File: src/rtl/letc_core_pkg.sv
// Shared LETC core types: LIMP access size, physical address and data word.
package letc_core_pkg;

    typedef enum logic [1:0] {
        SIZE_BYTE     = 2'b00,
        SIZE_HALFWORD = 2'b01,
        SIZE_WORD     = 2'b10,
        SIZE_RSVD     = 2'b11
    } size_e;

    typedef logic [33:0] paddr_t;
    typedef logic [31:0] word_t;

    // Flattened width of one LIMP request payload: wen, uncacheable, size, addr, wdata.
    localparam int LIMP_PAYLOAD_W = 2 + $bits(size_e) + $bits(paddr_t) + $bits(word_t);

endpackage

File: src/rtl/letc_core_limp_arbiter_if.sv
// LIMP arbiter bundle: NUM_REQ upstream requestor ports plus one downstream port.
// The arbiter uses the slave modport; the requestors/memory side uses master.
interface letc_core_limp_arbiter_if
    import letc_core_pkg::*;
#(
    parameter int NUM_REQ = 2
);
    logic  [NUM_REQ-1:0] i_req_valid;
    logic  [NUM_REQ-1:0] o_req_ready;
    logic  [NUM_REQ-1:0] i_req_wen_nren;
    logic  [NUM_REQ-1:0] i_req_uncacheable;
    size_e [NUM_REQ-1:0] i_req_size;
    paddr_t [NUM_REQ-1:0] i_req_addr;
    word_t [NUM_REQ-1:0] i_req_wdata;
    word_t               o_req_rdata;

    logic                o_svc_valid;
    logic                i_svc_ready;
    logic                o_svc_wen_nren;
    logic                o_svc_uncacheable;
    size_e               o_svc_size;
    paddr_t              o_svc_addr;
    word_t               o_svc_wdata;
    word_t               i_svc_rdata;

    logic  [NUM_REQ-1:0] o_grant_onehot;

    modport slave (
        input  i_req_valid, i_req_wen_nren, i_req_uncacheable, i_req_size, i_req_addr, i_req_wdata,
        input  i_svc_ready, i_svc_rdata,
        output o_req_ready, o_req_rdata,
        output o_svc_valid, o_svc_wen_nren, o_svc_uncacheable, o_svc_size, o_svc_addr, o_svc_wdata,
        output o_grant_onehot
    );

    modport master (
        output i_req_valid, i_req_wen_nren, i_req_uncacheable, i_req_size, i_req_addr, i_req_wdata,
        output i_svc_ready, i_svc_rdata,
        input  o_req_ready, o_req_rdata,
        input  o_svc_valid, o_svc_wen_nren, o_svc_uncacheable, o_svc_size, o_svc_addr, o_svc_wdata,
        input  o_grant_onehot
    );

endinterface

File: src/rtl/letc_core_limp_arbiter_chk.sv
// Simulation-only protocol checks for the LIMP arbiter outputs.
module letc_core_limp_arbiter_chk
    import letc_core_pkg::*;
#(
    parameter int NUM_REQ = 2
) (
    input logic                      i_clk,
    input logic                      i_rst,
    input logic [NUM_REQ-1:0]        i_grant_onehot,
    input logic [NUM_REQ-1:0]        i_req_ready,
    input logic                      i_svc_valid,
    input logic                      i_svc_ready,
    input logic [LIMP_PAYLOAD_W-1:0] i_payload
);

    a_grant_onehot0: assert property (@(posedge i_clk) $onehot0(i_grant_onehot));

    a_ready_owner_only: assert property (@(posedge i_clk) (i_req_ready & ~i_grant_onehot) == '0);

    a_locked_transaction: assert property (@(posedge i_clk) disable iff (i_rst)
        (i_svc_valid && !i_svc_ready) |=> ($stable(i_payload) && $stable(i_grant_onehot)));

endmodule

File: src/rtl/letc_core_rr_picker.sv
// Round-robin pick: first set request bit after i_last, wrapping at NUM_REQ-1 to 0.
// i_last itself is checked last, so it only wins when nobody else is requesting.
module letc_core_rr_picker #(
    parameter int NUM_REQ = 2,
    parameter int IDX_W   = $clog2(NUM_REQ)
) (
    input  logic [NUM_REQ-1:0] i_req,
    input  logic [IDX_W-1:0]   i_last,
    output logic               o_valid,
    output logic [NUM_REQ-1:0] o_onehot,
    output logic [IDX_W-1:0]   o_idx
);
    localparam int unsigned NUM_U = NUM_REQ;

    function automatic logic [IDX_W-1:0] wrap_idx(input logic [IDX_W-1:0] base, input int unsigned offset);
        int unsigned sum_v;
        sum_v = 32'(base) + offset;
        if (sum_v >= NUM_U) begin
            sum_v = sum_v - NUM_U;
        end else begin
            sum_v = sum_v;
        end
        return IDX_W'(sum_v);
    endfunction

    logic [IDX_W-1:0] cand_s;
    logic             hit_s;

    // Scan candidates in rotation order; the first hit latches and masks later ones.
    always_comb begin
        o_valid  = 1'b0;
        o_onehot = '0;
        o_idx    = '0;
        cand_s   = '0;
        hit_s    = 1'b0;
        for (int unsigned off = 1; off <= NUM_U; off++) begin
            cand_s           = wrap_idx(i_last, off);
            hit_s            = !o_valid && i_req[cand_s];
            o_onehot[cand_s] = o_onehot[cand_s] | hit_s;
            o_idx            = hit_s ? cand_s : o_idx;
            o_valid          = o_valid | hit_s;
        end
    end

endmodule

File: src/rtl/letc_core_limp_arbiter.sv
// LIMP N:1 arbiter: registers one owner per transaction (1-cycle arbitration) and
// re-grants round-robin on the handshake cycle so back-to-back traffic has no bubble.
module letc_core_limp_arbiter
    import letc_core_pkg::*;
#(
    parameter int NUM_REQ = 2
) (
    input  logic                   i_clk,
    input  logic                   i_rst,
    letc_core_limp_arbiter_if.slave bus
);
    localparam int IDX_W = $clog2(NUM_REQ);

    typedef enum logic [0:0] {
        ST_IDLE = 1'b0,
        ST_BUSY = 1'b1
    } state_e;

    state_e             state_q, state_d;
    logic [IDX_W-1:0]   owner_q, owner_d;
    logic [IDX_W-1:0]   last_grant_q, last_grant_d;

    logic [NUM_REQ-1:0] owner_oh_s;
    logic               busy_s;
    logic               svc_valid_s;
    logic               handshake_s;
    logic [NUM_REQ-1:0] pick_req_s;
    logic [IDX_W-1:0]   pick_last_s;
    logic               pick_valid_s;
    logic [NUM_REQ-1:0] pick_onehot_s;
    logic [IDX_W-1:0]   pick_idx_s;

    assign owner_oh_s = {{(NUM_REQ-1){1'b0}}, 1'b1} << owner_q;

    letc_core_rr_picker #(
        .NUM_REQ (NUM_REQ),
        .IDX_W   (IDX_W)
    ) u_picker (
        .i_req    (pick_req_s),
        .i_last   (pick_last_s),
        .o_valid  (pick_valid_s),
        .o_onehot (pick_onehot_s),
        .o_idx    (pick_idx_s)
    );

    // Owner-driven outputs; reset masks them so a reset cycle can never complete a handshake.
    always_comb begin
        busy_s                = (state_q == ST_BUSY) && !i_rst;
        svc_valid_s           = busy_s && bus.i_req_valid[owner_q];
        handshake_s           = svc_valid_s && bus.i_svc_ready;
        bus.o_svc_valid       = svc_valid_s;
        bus.o_req_ready       = busy_s ? (owner_oh_s & {NUM_REQ{bus.i_svc_ready}}) : '0;
        bus.o_grant_onehot    = busy_s ? owner_oh_s : '0;
        bus.o_svc_wen_nren    = bus.i_req_wen_nren[owner_q];
        bus.o_svc_uncacheable = bus.i_req_uncacheable[owner_q];
        bus.o_svc_size        = bus.i_req_size[owner_q];
        bus.o_svc_addr        = bus.i_req_addr[owner_q];
        bus.o_svc_wdata       = bus.i_req_wdata[owner_q];
        bus.o_req_rdata       = bus.i_svc_rdata;
    end

    // Next-state: one picker serves the idle grant and the busy re-grant (finisher masked out).
    always_comb begin
        state_d      = state_q;
        owner_d      = owner_q;
        last_grant_d = last_grant_q;
        pick_req_s   = bus.i_req_valid;
        pick_last_s  = last_grant_q;
        case (state_q)
            ST_IDLE: begin
                if (pick_valid_s) begin
                    state_d = ST_BUSY;
                    owner_d = pick_idx_s;
                end else begin
                    state_d = ST_IDLE;
                end
            end
            ST_BUSY: begin
                pick_req_s  = bus.i_req_valid & ~owner_oh_s;
                pick_last_s = owner_q;
                if (handshake_s) begin
                    last_grant_d = owner_q;
                    if (pick_valid_s) begin
                        owner_d = pick_idx_s;
                    end else begin
                        state_d = ST_IDLE;
                    end
                end else if (!bus.i_req_valid[owner_q]) begin
                    state_d = ST_IDLE;
                end else begin
                    state_d = ST_BUSY;
                end
            end
            default: begin
                state_d = ST_IDLE;
            end
        endcase
    end

    // State registers; last_grant resets to the top port so port 0 wins first.
    always_ff @(posedge i_clk) begin
        if (i_rst) begin
            state_q      <= ST_IDLE;
            owner_q      <= '0;
            last_grant_q <= IDX_W'(NUM_REQ - 1);
        end else begin
            state_q      <= state_d;
            owner_q      <= owner_d;
            last_grant_q <= last_grant_d;
        end
    end

`ifdef SIMULATION
    letc_core_limp_arbiter_chk #(
        .NUM_REQ (NUM_REQ)
    ) u_chk (
        .i_clk          (i_clk),
        .i_rst          (i_rst),
        .i_grant_onehot (bus.o_grant_onehot),
        .i_req_ready    (bus.o_req_ready),
        .i_svc_valid    (bus.o_svc_valid),
        .i_svc_ready    (bus.i_svc_ready),
        .i_payload      ({bus.o_svc_wen_nren, bus.o_svc_uncacheable, bus.o_svc_size,
                          bus.o_svc_addr, bus.o_svc_wdata})
    );
`endif

endmodule

File: src/flat_wrapper.sv
// flat-port wrapper written by rule: the top's interface ports become plain ports
module letc_core_limp_arbiter_flat import letc_core_pkg::*;
#(
    parameter int NUM_REQ = 2
)
  (i_clk, i_rst, bus_i_req_valid, bus_i_req_wen_nren, bus_i_req_uncacheable, bus_i_req_size, bus_i_req_addr, bus_i_req_wdata, bus_i_svc_ready, bus_i_svc_rdata, bus_o_req_ready, bus_o_req_rdata, bus_o_svc_valid, bus_o_svc_wen_nren, bus_o_svc_uncacheable, bus_o_svc_size, bus_o_svc_addr, bus_o_svc_wdata, bus_o_grant_onehot);
  letc_core_limp_arbiter_if #(.NUM_REQ(NUM_REQ)) bus_i ();
  input  logic i_clk;
  input  logic i_rst;
  input wire logic [$bits(bus_i.i_req_valid)-1:0] bus_i_req_valid;
  input wire logic [$bits(bus_i.i_req_wen_nren)-1:0] bus_i_req_wen_nren;
  input wire logic [$bits(bus_i.i_req_uncacheable)-1:0] bus_i_req_uncacheable;
  input wire logic [$bits(bus_i.i_req_size)-1:0] bus_i_req_size;
  input wire logic [$bits(bus_i.i_req_addr)-1:0] bus_i_req_addr;
  input wire logic [$bits(bus_i.i_req_wdata)-1:0] bus_i_req_wdata;
  input wire logic [$bits(bus_i.i_svc_ready)-1:0] bus_i_svc_ready;
  input wire logic [$bits(bus_i.i_svc_rdata)-1:0] bus_i_svc_rdata;
  output wire logic [$bits(bus_i.o_req_ready)-1:0] bus_o_req_ready;
  output wire logic [$bits(bus_i.o_req_rdata)-1:0] bus_o_req_rdata;
  output wire logic [$bits(bus_i.o_svc_valid)-1:0] bus_o_svc_valid;
  output wire logic [$bits(bus_i.o_svc_wen_nren)-1:0] bus_o_svc_wen_nren;
  output wire logic [$bits(bus_i.o_svc_uncacheable)-1:0] bus_o_svc_uncacheable;
  output wire logic [$bits(bus_i.o_svc_size)-1:0] bus_o_svc_size;
  output wire logic [$bits(bus_i.o_svc_addr)-1:0] bus_o_svc_addr;
  output wire logic [$bits(bus_i.o_svc_wdata)-1:0] bus_o_svc_wdata;
  output wire logic [$bits(bus_i.o_grant_onehot)-1:0] bus_o_grant_onehot;
  assign bus_i.i_req_valid = bus_i_req_valid;
  assign bus_i.i_req_wen_nren = bus_i_req_wen_nren;
  assign bus_i.i_req_uncacheable = bus_i_req_uncacheable;
  assign bus_i.i_req_size = bus_i_req_size;
  assign bus_i.i_req_addr = bus_i_req_addr;
  assign bus_i.i_req_wdata = bus_i_req_wdata;
  assign bus_i.i_svc_ready = bus_i_svc_ready;
  assign bus_i.i_svc_rdata = bus_i_svc_rdata;
  assign bus_o_req_ready = bus_i.o_req_ready;
  assign bus_o_req_rdata = bus_i.o_req_rdata;
  assign bus_o_svc_valid = bus_i.o_svc_valid;
  assign bus_o_svc_wen_nren = bus_i.o_svc_wen_nren;
  assign bus_o_svc_uncacheable = bus_i.o_svc_uncacheable;
  assign bus_o_svc_size = bus_i.o_svc_size;
  assign bus_o_svc_addr = bus_i.o_svc_addr;
  assign bus_o_svc_wdata = bus_i.o_svc_wdata;
  assign bus_o_grant_onehot = bus_i.o_grant_onehot;
  letc_core_limp_arbiter #(.NUM_REQ(NUM_REQ)) u_core (.i_clk(i_clk), .i_rst(i_rst), .bus(bus_i));
endmodule
File: config.mk
export PLATFORM = sky130hd
export DESIGN_NAME = letc_core_limp_arbiter_flat
export DESIGN_NICKNAME = d
export VERILOG_FILES = /design/src/rtl/letc_core_pkg.sv /design/src/rtl/letc_core_limp_arbiter_if.sv /design/src/rtl/letc_core_limp_arbiter_chk.sv /design/src/rtl/letc_core_rr_picker.sv /design/src/rtl/letc_core_limp_arbiter.sv /design/src/flat_wrapper.sv
export SDC_FILE = /design/constraint.sdc
export NUM_CORES = 1
export LEC_CHECK = 0
export ABC_AREA = 1
export BUFFER_PORTS_ARGS = -buffer_cell sky130_fd_sc_hd__buf_2
export CAP_MARGIN = 10
export CORE_AREA = 2 2 112 114
export DETAILED_ROUTE_END_ITERATION = 10
export DIE_AREA = 0 0 114 116
export MAX_ROUTING_LAYER = met4
export PLACE_DENSITY = 0.52
export SYNTH_ARGS = -nofsm -noshare
export SYNTH_HDL_FRONTEND = slang
export SYNTH_SLANG_ARGS = --single-unit
File: constraint.sdc
create_clock -name i_clk -period 1.2 [get_ports i_clk]
set_input_delay 0 -clock i_clk [delete_from_list [all_inputs] [get_ports i_clk]]
set_output_delay 0 -clock i_clk [all_outputs]
set_load 0.1 [all_outputs]
# [Yosys cells after proc, flatten, opt, wreduce, memory -nomap -nowiden]
# Index checks and enable logic that the tools add are counted.
[word_totals] regBits=3 input_bits=177 out_inout_bits=107
[op_classes] n_addsub=4 order_cmp=5 eq_ne=1 n_shift=1 muxes=31 bitwise_logic=5 n_reduce_logical=7
[op_table] cell="34-bit two-way mux" count=2
[op_table] cell="32-bit two-way mux" count=2
[op_table] cell="1-bit two-way mux" count=20
[op_table] cell="2-bit two-way mux" count=5
[op_table] cell="1-bit by 2-bit < comparator with 1-bit output, second input constant" count=3
[op_table] cell="2-bit bitwise AND" count=2
[op_table] cell="1-bit logical AND" count=4
[op_table] cell="1-bit case mux with 2 select lines" count=2
[op_table] cell="1-bit by 2-bit adder with 3-bit output, second input constant" count=1
[op_table] cell="3-bit by 2-bit greater-or-equal comparator with 1-bit output, second input constant" count=1
[op_table] cell="1-bit by 1-bit adder with 2-bit output, second input constant" count=1
[op_table] cell="2-bit greater-or-equal comparator, second input constant" count=1
[op_table] cell="1-bit zero test" count=2
[op_table] cell="2-bit inequality test, second input constant" count=1
[op_table] cell="2-bit NOT" count=1
[op_table] cell="2-bit AND reduction" count=1
[op_table] cell="1-bit by 1-bit left shift with 2-bit output, first input constant" count=1
[op_table] cell="1-bit subtractor, second input constant" count=2
[op_table] cell="1-bit NOT" count=1
[op_table] cell="1-bit bitwise OR" count=1

# [Logic depth before layout (Yosys ltp)]
[depth] depth_word=12 mapped_depth=8 mapped_depth_nobuf=8

# [By module]
# Synthesis repeated with hierarchy kept, for this count alone.
[unflattened] hier_cells=298 hier_area_um2=1325.0
[by_module_without_submodules] mod="letc_core_limp_arbiter" n_inst=1 cells_each=291 area_each_um2=1295.0
[by_module_without_submodules] mod="letc_core_rr_picker" n_inst=1 cells_each=7 area_each_um2=30.0

# [Worst setup path before layout]
# Ideal clock, no wire load.
[synth_path] path_type="register -> output" from="register u_core.owner_q" to="output bus_o_req_ready[1]" t_arrival_ns=2.621 required_time_ns=1.200 path_slack_ns=-1.421 path_stages_with_launch=4 path_buffers=1 path_cell_list="dfxtp_1 -> buf_2 -> nand2_1 -> nor3_1"
[synth_between] elab_chain_len=3
[synth_rtl] item="start, declared" line_no="letc_core_limp_arbiter.sv:20" text="logic [IDX_W-1:0] owner_q, owner_d;"
[synth_rtl] item="start signal, assigned" line_no="letc_core_limp_arbiter.sv:108" text="owner_q <= owner_d;"
[synth_rtl] item="1-bit by 1-bit left shift with 2-bit output" line_no="letc_core_limp_arbiter.sv:33" text="assign owner_oh_s = {{(NUM_REQ-1){1'b0}}, 1'b1} << owner_q;"
[synth_rtl] item="2-bit bitwise AND" line_no="letc_core_limp_arbiter.sv:52" text="bus.o_req_ready = busy_s ? (owner_oh_s & {NUM_REQ{bus.i_svc_ready}}) : '0;"
[synth_rtl] item="2-bit two-way mux" line_no="letc_core_limp_arbiter.sv:52"
[synth_rtl] item="end, declared" line_no="flat_wrapper.sv:18" text="output wire logic [$bits(bus_i.o_req_ready)-1:0] bus_o_req_ready;"
# Every way passes these cells.

# [Worst setup path in the final report]
[layout_path] from="register u_core.owner_q" to="output bus_o_svc_addr[17]"
[layout_between] elab_chain_len=2
[layout_rtl] item="34-bit two-way mux (implied by the code) (2 in a row)" line_no="letc_core_limp_arbiter.sv:57" text="bus.o_svc_addr = bus.i_req_addr[owner_q];"
[layout_rtl] item="end, declared" line_no="flat_wrapper.sv:24" text="output wire logic [$bits(bus_i.o_svc_addr)-1:0] bus_o_svc_addr;"
# Every way passes these cells. The select of a mux whose other input is x is not followed.

==> impl_metrics.tcl <==
set metrics [dict create \
    criticalPathCategory "flop to output port" \
    h-tree-depth 1 \
    cts_sinks 3 \
    antenna_found_initial 0 \
    final_max_slew_viol_count 0 \
    hold_slack_ns 0.0000386 \
    grt_overflow 0 \
    grt_pass1_vias 2258 \
    hpwl_mm 5.71 \
    r2r_start "u_core.owner_q" \
    synth_simple_gate_area_share 0.688 \
    max_freq_mhz 801 \
    die_w_um 114 \
    worst-slew-pin-transition_ns 0.294 \
    critical_path_arrival_ns 1.25 \
    clk_latency_ns 0.22 \
    fillers 1272 \
    end_kind "output port" \
    synth.distinct_cells 13 \
    hold_viol 0 \
    post-route-min-period_ns 1.25 \
    outcome "finished, violations left" \
    first_pass_iters 4 \
    fin_skew_ns 0.00114 \
    rsz0062_at_grt "true" \
    drt-initial-drc-count 46 \
    synth_xor_area_frac 0 \
    synth_top_family_by_area "simple AND/OR/NAND/NOR gates" \
    synthToLayoutAreaGrowth_pct 197 \
    grt_pass1_wl_mm 10.3 \
    fp.coreArea_mm2 0.0119 \
    die_height_um 116 \
    syn_area_per_cell_um2 4.41 \
    hold_depth 0 \
    startpoint_type "flop" \
    ys_seq_elements 3 \
    drt_wl_total_mm 6.81 \
    reg2reg_slack_ns 0.05 \
    numCtsBuffers 3 \
    dp_slack_ns 0.104 \
    dp.cells 619 \
    power.leakage_nw 2.08 \
    hp-start "bus_i_svc_rdata[13]" \
    portBuffers 219 \
    cts.clk_slew.worst_paths_ns 0.03 \
    syn_area_mm2 0.00130 \
    root_buffer "clkbuf_16" \
    cts.hold.buffers_added 0 \
    synth-compound-area-share 0.0115 \
    synthMuxAreaShare 0 \
    diodes 0 \
    setup_viol 69 \
    required_ns 1.20 \
    yosys_warnings 0 \
    io-pin-count 284 \
    rows 40 \
    hp-class "input port to output port" \
    failed_checks "setup timing" \
    fin_setup_tns_ns -1.30 \
    nets 655 \
    maxCapViolations 0 \
    layout.cells.non_filler 624 \
    worstRegToRegCells 9 \
    hold-path-endpoint "bus_o_req_rdata[13]" \
    grt_max_degree 38 \
    place_congestion 0.714 \
    syn-num-nets 472 \
    drc_errors 0 \
    grt_use_total 0.100 \
    ir_drop_uv 569 \
    yosysSeqAreaShare 0.0462 \
    cts_buffer_depth 2 \
    p_per_area_mw_per_mm2 1560 \
    ant_nets 0 \
    num_vias 2361 \
    dpl-instance-area_mm2 0.00372 \
    setup_ws_ns -0.0479 \
    initial_core_util 0.109 \
    vias_per_cell 3.78 \
    cts_tree "built" \
    wire_per_inst_um 10.9 \
    slew_headroom 0.804 \
    syn_inst 295 \
    cp_max_fo 37 \
    stdcell_area_mm2 0.00386 \
    worstReg2RegEnd "u_core.owner_q" \
    fin_crit_sh 1.04 \
    synthAdderAreaFrac 0 \
    regArea_um2 65.1 \
    die_area_mm2 0.0132 \
    crit_path_start "u_core.owner_q" \
    multiInputGateArea_mm2 0.00115 \
    drive_gt1_frac 0.660 \
]
==> worst max path at each step <==
stage                     cells past startpoint                 end
after floorplan                               3  bus_o_req_ready[1]
after global placement                        7      u_core.owner_q
after detailed placement                      7      u_core.owner_q
after CTS                                     4   bus_o_svc_addr[3]
after global routing                          4   bus_o_svc_addr[3]
final                                         4  bus_o_svc_addr[17]
==> registers in the layout, summed over array words and instances, names as in the netlist <==
signal	cells
u_core.state_q	1
u_core.last_grant_q	1
u_core.owner_q	1
==> critical path, stage by stage, from the launching register on <==
cell,delay [ns]
dfxtp_4,0.41
buf_12,0.22
nand2_1,0.10
nand2_2,0.11
buf_12,0.17
==> metrics by stage <==
step | total power, mW | utilization
6_report | 6.03 | 0.324
5_1_grt | 6.26 | 0.324
4_1_cts | 6.08 | 0.324
3_5_place_dp | 5.48 | 0.313
3_3_place_gp | 5.47 | 0.313
2_1_floorplan | 3.91 | -
==> cells in the final DEF (no fill, tap or decap), types with 2 or more instances in the layout <==
cell type	count
nand2_2	75
inv_1	4
buf_2	144
buf_12	79
nor2_4	3
clkbuf_16	3
nor2_1	4
nor3_4	2
nand2_1	149
==> layer usage <==
layer  GRT usage  wire length (um)
met1      0.0956              2350
met2       0.189              3610
met3      0.0324               736
met4      0.0358               114
met5           -                 0
==> where the power goes <==
group / total, mW / internal (mW) / switching [mW]
clock: 0.526 / 0.438 / 0.0877
combinational: 5.36 / 1.83 / 3.54
sequential: 0.142 / 0.114 / 0.0274
total: 6.03 / 2.38 / 3.65
==> Yosys cell counts <==
master | instances | area share
a21oi_1 | 2 | 0.0077
buf_2 | 9 | 0.035
buf_4 | 32 | 0.18
clkbuf_1 | 7 | 0.020
dfxtp_1 | 3 | 0.046
inv_1 | 4 | 0.012
inv_2 | 1 | 0.0029
nand2_1 | 225 | 0.65
nand3_1 | 1 | 0.0038
nand3_2 | 1 | 0.0077
nor2_1 | 7 | 0.020
nor3_1 | 2 | 0.0077
o21ai_0 | 1 | 0.0038
==> layout make-up <==
cell class,count,share of cell area
Timing Repair Buffer,226,0.609
Inverter,5,0.00680
Sequential cell,3,0.0169
Tap cell,147,0.0476
Clock buffer,4,0.0204
Multi-Input combinational cell,239,0.299
==> kinds of logic (layout without fill, tap and decap cells) <==
group                  after synthesis  in the layout
AO/OA/AOI/OAI                        3              3
buffers and inverters               53            235
flip-flops                           3              3
AND/OR/NAND/NOR                    236            236
==> repair_timing <==
action | 4_1_cts | 5_1_grt
cloned | 1 | 0
buffers inserted | 1 | 0
pin swaps | 3 | 0
gates resized for setup | 10 | 3
setup endpoints to repair | 73 | 74
Note: power is estimated with default switching activity, not from simulation.
